$ cat src/rtl/c64_bus_arbiter.sv
// C64 system bus arbiter: hands each phi2 half to the CPU, the VIC-II or expansion DMA, with BA warning.
// Optional stolen-cycle counter enabled by defining C64_BUS_STEAL_STATS_EN.
module c64_bus_arbiter #(
  parameter int WARN_CYCLES = 3
) (
  input  logic        clk,
  input  logic        reset,
  input  logic        ph1_start,
  input  logic        ph2_start,
  input  logic        vic_req,
  input  logic        ext_req,
  output logic        ba,
  output logic        aec,
  output logic        vic_grant,
  output logic        ext_grant,
  input  logic        stats_clr,
  output logic [15:0] steal_count
);

  typedef enum logic [1:0] {
    S_IDLE,
    S_WARN,
    S_VIC,
    S_EXT
  } state_t;

  typedef enum logic {
    OWN_VIC,
    OWN_EXT
  } owner_t;

  localparam logic [2:0] LAST_WARN = 3'(WARN_CYCLES - 1);

  state_t     state;
  owner_t     pending_owner;
  logic [2:0] warn_cnt;
  owner_t     pick;

  // VIC outranks expansion DMA; with no request the previous choice is kept.
  always_comb begin
    pick = pending_owner;
    if (vic_req) begin
      pick = OWN_VIC;
    end else if (ext_req) begin
      pick = OWN_EXT;
    end
  end

  always_ff @(posedge clk) begin
    if (reset) begin
      state         <= S_IDLE;
      pending_owner <= OWN_VIC;
      warn_cnt      <= '0;
      ba            <= 1'b1;
      aec           <= 1'b0;
      vic_grant     <= 1'b0;
      ext_grant     <= 1'b0;
    end else if (ph1_start) begin
      aec <= 1'b0;
      case (state)
        S_IDLE: begin
          if (vic_req || ext_req) begin
            state         <= S_WARN;
            pending_owner <= pick;
            warn_cnt      <= '0;
            ba            <= 1'b0;
          end
        end
        S_WARN: begin
          if (!vic_req && !ext_req) begin
            state    <= S_IDLE;
            ba       <= 1'b1;
            warn_cnt <= '0;
          end else begin
            // Owner may switch mid-warning; the CPU has already seen BA low, so cnt keeps running.
            pending_owner <= pick;
            if (warn_cnt == LAST_WARN) begin
              warn_cnt <= '0;
              if (pick == OWN_VIC) begin
                state     <= S_VIC;
                vic_grant <= 1'b1;
              end else begin
                state     <= S_EXT;
                ext_grant <= 1'b1;
              end
            end else begin
              warn_cnt <= warn_cnt + 3'd1;
            end
          end
        end
        S_VIC: begin
          if (!vic_req) begin
            vic_grant <= 1'b0;
            if (ext_req) begin
              // CPU is already halted, so DMA takes over without a fresh warning.
              state         <= S_EXT;
              pending_owner <= OWN_EXT;
              ext_grant     <= 1'b1;
            end else begin
              state <= S_IDLE;
              ba    <= 1'b1;
            end
          end
        end
        S_EXT: begin
          if (vic_req) begin
            state         <= S_VIC;
            pending_owner <= OWN_VIC;
            ext_grant     <= 1'b0;
            vic_grant     <= 1'b1;
          end else if (!ext_req) begin
            state     <= S_IDLE;
            ext_grant <= 1'b0;
            ba        <= 1'b1;
          end
        end
        default: begin
          state     <= S_IDLE;
          ba        <= 1'b1;
          vic_grant <= 1'b0;
          ext_grant <= 1'b0;
          warn_cnt  <= '0;
        end
      endcase
    end else if (ph2_start) begin
      aec <= (state == S_IDLE) || (state == S_WARN);
    end
  end

`ifdef C64_BUS_STEAL_STATS_EN
  logic steal_tick;

  // A steal is any ph1 decision whose resulting state is VIC or EXT.
  always_comb begin
    steal_tick = ph1_start && (vic_req || ext_req) &&
                 ((state == S_VIC) || (state == S_EXT) ||
                  ((state == S_WARN) && (warn_cnt == LAST_WARN)));
  end

  always_ff @(posedge clk) begin
    if (reset || stats_clr) begin
      steal_count <= '0;
    end else if (steal_tick && (steal_count != 16'hFFFF)) begin
      steal_count <= steal_count + 16'd1;
    end
  end
`else
  logic unused_stats_clr;

  assign unused_stats_clr = stats_clr;
  assign steal_count      = '0;
`endif

endmodule

$ cat config.mk
export PLATFORM = sky130hd
export DESIGN_NAME = c64_bus_arbiter
export DESIGN_NICKNAME = d
export VERILOG_FILES = /design/src/rtl/c64_bus_arbiter.sv
export SDC_FILE = /design/constraint.sdc
export NUM_CORES = 1
export LEC_CHECK = 0
export ABC_AREA = 1
export BUFFER_PORTS_ARGS = -buffer_cell sky130_fd_sc_hd__buf_2
export CORE_AREA = 5 5 44 46
export DETAILED_ROUTE_END_ITERATION = 7
export DIE_AREA = 0 0 49 51
export PLACE_DENSITY = 0.79
export SETUP_SLACK_MARGIN = 0.3
export SLEW_MARGIN = 0
export SYNTH_ARGS = -nofsm -noshare
export SYNTH_HDL_FRONTEND = slang
export SYNTH_SLANG_ARGS = --single-unit
$ cat constraint.sdc
create_clock -name clk -period 2.7 [get_ports clk]
set_input_delay 0.54 -clock clk [delete_from_list [all_inputs] [get_ports clk]]
set_output_delay 0.54 -clock clk [all_outputs]
set_load 0.02 [all_outputs]
### After elaboration in Yosys (flattened, before gate mapping)

Cells that the tools add are included.

| storage, ports and cells | value |
|---|---|
| logic and storage cells | 80 |
| bits of input ports | 7 |
| output and inout port bits | 20 |
| flip-flop bits (word level) | 10 |

| operators by class | value |
|---|---|
| add/sub/neg operators | 1 |
| reductions and logical operators | 16 |
| multiplexer cells | 39 |
| equal/unequal tests | 17 |

Operators with widths:

| operator | count |
|---|---|
| two-way mux 1 bit | 23 |
| inequality test 2 bit (second input constant) | 11 |
| AND reduction 5 bit | 3 |
| two-way mux 2 bit | 7 |
| two-way mux 3 bit | 3 |
| case mux 1 bit (3 select lines) | 3 |
| case mux 2 bit (4 select lines) | 1 |
| AND reduction 8 bit | 1 |
| AND reduction 7 bit | 1 |
| inequality test 3 bit (second input constant) | 2 |
| case mux 3 bit (2 select lines) | 1 |
| == test 2 bit (second input constant) | 2 |
| case mux 1 bit (4 select lines) | 1 |
| OR reduction 2 bit | 2 |
| adder 3 x 1 -> 3 bit (second input constant) | 1 |
| == test 3 x 2 -> 1 bit (second input constant) | 1 |
| AND reduction 3 bit | 1 |
| nonzero test 3 bit | 1 |
| == test 2 x 1 -> 1 bit (second input constant) | 1 |
| logical NOT 1 bit | 2 |
| logical NOT 2 bit | 1 |
| logical OR 1 bit | 2 |
| nonzero test 2 bit | 1 |
| logical AND 1 bit | 1 |

### Depth between registers and ports, before layout

| depth | value |
|---|---|
| word-level depth | 6 |
| mapped depth | 9 |
| gate-level depth less buffers | 9 |

### Worst setup path before layout

Ideal clock, no wire load.

| timing | value |
|---|---|
| kind | input-to-reg |
| start point | input port ext_req |
| end point | register ba |
| buffers on the path | 0 |
| data required time | 2.571 ns |
| cell stages on the path | 4 |
| slack | 1.416 ns |
| arrival time | 1.155 ns |
| setup time | 0.129 ns |
| cell sequence | nor2_1 inv_1 a21oi_1 o211ai_1 |

| on the way | value |
|---|---|
| cells in the longest elaborated chain, start to end | 4 |
| elaborated cells between the ends (all ways) | 7 |
| classes of those cells | eq/ne: 3; reduce/logical: 4 |

Ends and longest elaborated chain:

| item | RTL line | source |
|---|---|---|
| start: declaration | 11 | `input logic ext_req,` |
| logical NOT 1 bit | n/a |  |
| logical AND 1 bit | 70 | `if (!vic_req && !ext_req) begin` |
| inequality test 2 bit (no source line) | n/a |  |
| AND reduction 5 bit (no source line) * | n/a |  |
| end signal: assignment | 66 | `ba <= 1'b0;` |
| end signal: assignment | 72 | `ba <= 1'b1;` |
| end signal: assignment | 101 | `ba <= 1'b1;` |
| end: declaration | 12 | `output logic ba,` |

Mark *: on every way between the ends. The rest lies on a longest branch, timed or not.
A chain may end at the register's enable or synchronous reset.

### Worst setup path in the final report

| timing | value |
|---|---|
| start point | register state[1] |
| end point | register pending_owner |

| on the way | value |
|---|---|
| cells in the longest elaborated chain, start to end | 3 |
| elaborated cells between the ends (all ways) | 10 |
| classes of those cells | eq/ne: 7; mux: 1; reduce/logical: 2 |

Ends and longest elaborated chain:

| item | RTL line | source |
|---|---|---|
| start: declaration | 34 | `state_t state;` |
| start signal: assignment | 51 | `state <= S_IDLE;` |
| start signal: assignment | 63 | `state <= S_WARN;` |
| start signal: assignment | 71 | `state <= S_IDLE;` |
| == test 2 x 1 -> 1 bit, or another cell as far along | 60 | `case (state)` |
| inequality test 2 bit (no source line) | n/a |  |
| AND reduction 5 bit (no source line) | n/a |  |
| end signal: assignment | 64 | `pending_owner <= pick;` |
| end signal: assignment | 76 | `pending_owner <= pick;` |
| end: declaration | 35 | `owner_t pending_owner;` |

Several ways; a longest one is shown, not always the timed one.

==> reports/qor.yml <==
fillers: 160
die_area_mm2: 0.00250
finalHoldViolations: 0
seqPwrFrac: 0.435
status: "finished clean"
crit_slowest_cell: "dfxtp_1"
drive_gt1_frac: 0.178
clockBufferDepth: 2
cts_sinks: 10
crit_arrival_ps: 1490
clock_latency_ps: 270
fin_area_um2: 742
netlist_top_cells_area: "dfxtp_1 (28%), buf_4 (18%), nand2_1 (7.8%)"
num_antenna_cells: 0
grt_pass1_vias: 593
ctsHoldBuffers: 0
cap_violations: 0
grt_max_degree: 10
tns_ps: 0
fp.coreArea_mm2: 0.00147
vias: 656
yosysTopAreaCellShare: 0.276
nets: 127
synth.most_common_cell: "buf_4"
syn_area_um2: 726
cts_resized: 0
drc_errors: 0
routabilityCongestion: 0.784
ys.flop_type: "dfxtp_1"
critPathMaxStageDelay_ps: 550
crit_start: "state[1]$_SDFFE_PP0P_"
htreeDepth: 1
avgSynthCellArea_um2: 6.72
r2r-start: "state[1]$_SDFFE_PP0P_"
critPathKind: "reg -> reg"
ys_ff_latch: 10
finalPower_uw: 402
fin_util: 0.504
die_h_um: 51
boundaryPins: 27
placed_area_um2: 719
worst_hold_slack_ps: 444
crit_fanout: 9
place_ws_ps: 1150
path_clk_slew_ps: 60
ant_nets: 0
cts_tree: "yes"
hp-class: "in -> reg"
drv_slew: 0
syn_to_final_growth_pct: 2.24
yosysWarnings: 0
fin_skew_ps: 4.64
grtUsageTotal: 0.120
wire_per_inst_um: 10.7
internal-power_uw: 248
place_inst: 131
synthCells: 108
place.port_buffers: 9
switchingPower_uw: 154
yosysTopAreaCell: "dfxtp_1"
crit_path_end_kind: "flip-flop"
rsz0062_at_grt: "false"
cts_setup_buffers: 0
rr_endpoint: "pending_owner$_SDFFE_PP0P_"
ys_async_sr_fraction: 0
initial_core_util: 0.493
p_per_area_mw_per_mm2: 541
worstPathRequired_ps: 2860
period_needed_ps: 1330
synth_edf_count: 0
reg2reg_depth: 7
grt_overflow: 0
via_per_inst: 4.90
switching_share: 0.384
stdcell_count: 134
power_frac_clock: 0.261
fmax_ghz: 0.753
p_leak_nw: 0.377
holdCritStartpoint: "reset"
dieWidth_um: 49
setup_viol: 0
crit_path_frequent_cell: "nor2_1"
cts_buffers: 3
synth.distinct_cells: 20
worst-r2r-setup-slack_ps: 1370
combPwrFrac: 0.304
root_buffer: "clkbuf_4"
ir_drop_v: 0.000304
fin_crit_sh: 0.492
seq_area_frac_synth: 0.276
place_hpwl_um: 1100
num_rows: 14
grt_pass1_wl_um: 2380
antenna_found_initial: 0
critPathLaunchType: "flip-flop"
crit_chain: "nor2_1 -> nand2_2 -> inv_2 -> nor2_4 -> nand2_1 -> o21ai_0 -> nor2_1"
drtIter0Drc: 3
drt-total-wl_um: 1440
worst_slack_ps: 1370
drt_pre_antenna_iters: 4
synth_commonest_cells: "buf_4 (17), nand2_1 (15), nor2_1 (14)"
crit_end: "pending_owner$_SDFFE_PP0P_"
[power groups by stage]
stage / Clock (mW) / Combinational (mW) / Sequential, mW
after floorplan: 0 / 0.113 / 0.178
after detailed placement: 0 / 0.121 / 0.178
final: 0.105 / 0.122 / 0.175
after global placement: 0 / 0.119 / 0.177
after CTS: 0.108 / 0.121 / 0.174
after global routing: 0.117 / 0.138 / 0.176
[worst min path at each step]
stage	endpoint	slack [ps]	cells past startpoint
after floorplan	pending_owner$_SDFFE_PP0P_	430	2
after global placement	pending_owner$_SDFFE_PP0P_	450	2
after detailed placement	pending_owner$_SDFFE_PP0P_	470	2
after CTS	vic_grant$_SDFFE_PP0P_	440	2
after global routing	vic_grant$_SDFFE_PP0P_	460	2
final	vic_grant$_SDFFE_PP0P_	440	2
[state kept, by name (all words and copies together) (netlist names)]
| register | flops |
|---|---|
| warn_cnt | 3 |
| state | 2 |
| aec | 1 |
| ba | 1 |
| ext_grant | 1 |
| pending_owner | 1 |
| vic_grant | 1 |
[per-layer routing]
layer	global-route usage	wire (um)	part of all wire
met5	0	0	0
met4	0.108	54	0.038
met3	0.0203	104	0.072
met2	0.202	662	0.46
met1	0.130	617	0.43
[kinds of logic (layout without fill, tap and decap cells)]
| kind of cell | count (synthesis) | in the layout | synth area share |
|---|---|---|---|
| and+or+nand+nor | 44 | 44 | 0.297 |
| DFF | 10 | 10 | 0.276 |
| AOI/OAI and AO/OA | 19 | 19 | 0.145 |
| buffers and inverters | 32 | 27 | 0.253 |
| xor gates and xnor gates | 2 | 2 | 0.0241 |
| other | 1 | 16 | 0.00517 |
[critical path, delay by kind of cell (launching register included)]
family          cells  cell delay, ps
flops               1             550
compound gates      1             150
simple gates        5             480
buf+inv             1              50
[area by class of cell]
type / count / area, um^2 / share of cell area
multi-input cells: 81 / 398 / 0.536
flip-flops and latches: 10 / 200 / 0.270
inverters: 15 / 56.3 / 0.0759
repair buffers: 9 / 45.0 / 0.0607
clock buffers: 3 / 22.5 / 0.0304
well taps: 16 / 20.0 / 0.0270
[placed cells by master, fill, tap and decap left out]
cell type,Yosys,routed
nor3_1,2,2
nand3_2,2,2
buf_2,0,9
nor2_4,2,2
a21oi_1,8,8
nand2_1,15,15
clkinv_1,1,1
nand3_1,6,6
inv_1,12,12
conb_1,1,16
clkbuf_4,0,3
nand2_2,2,2
nor2_1,14,14
o21ai_0,7,7
nand2_4,1,1
o211ai_1,2,2
dfxtp_1,10,10
a31oi_1,1,1
a2111oi_0,1,1
xor2_1,2,2
inv_2,2,2
Power figures use the tool's default switching activity.
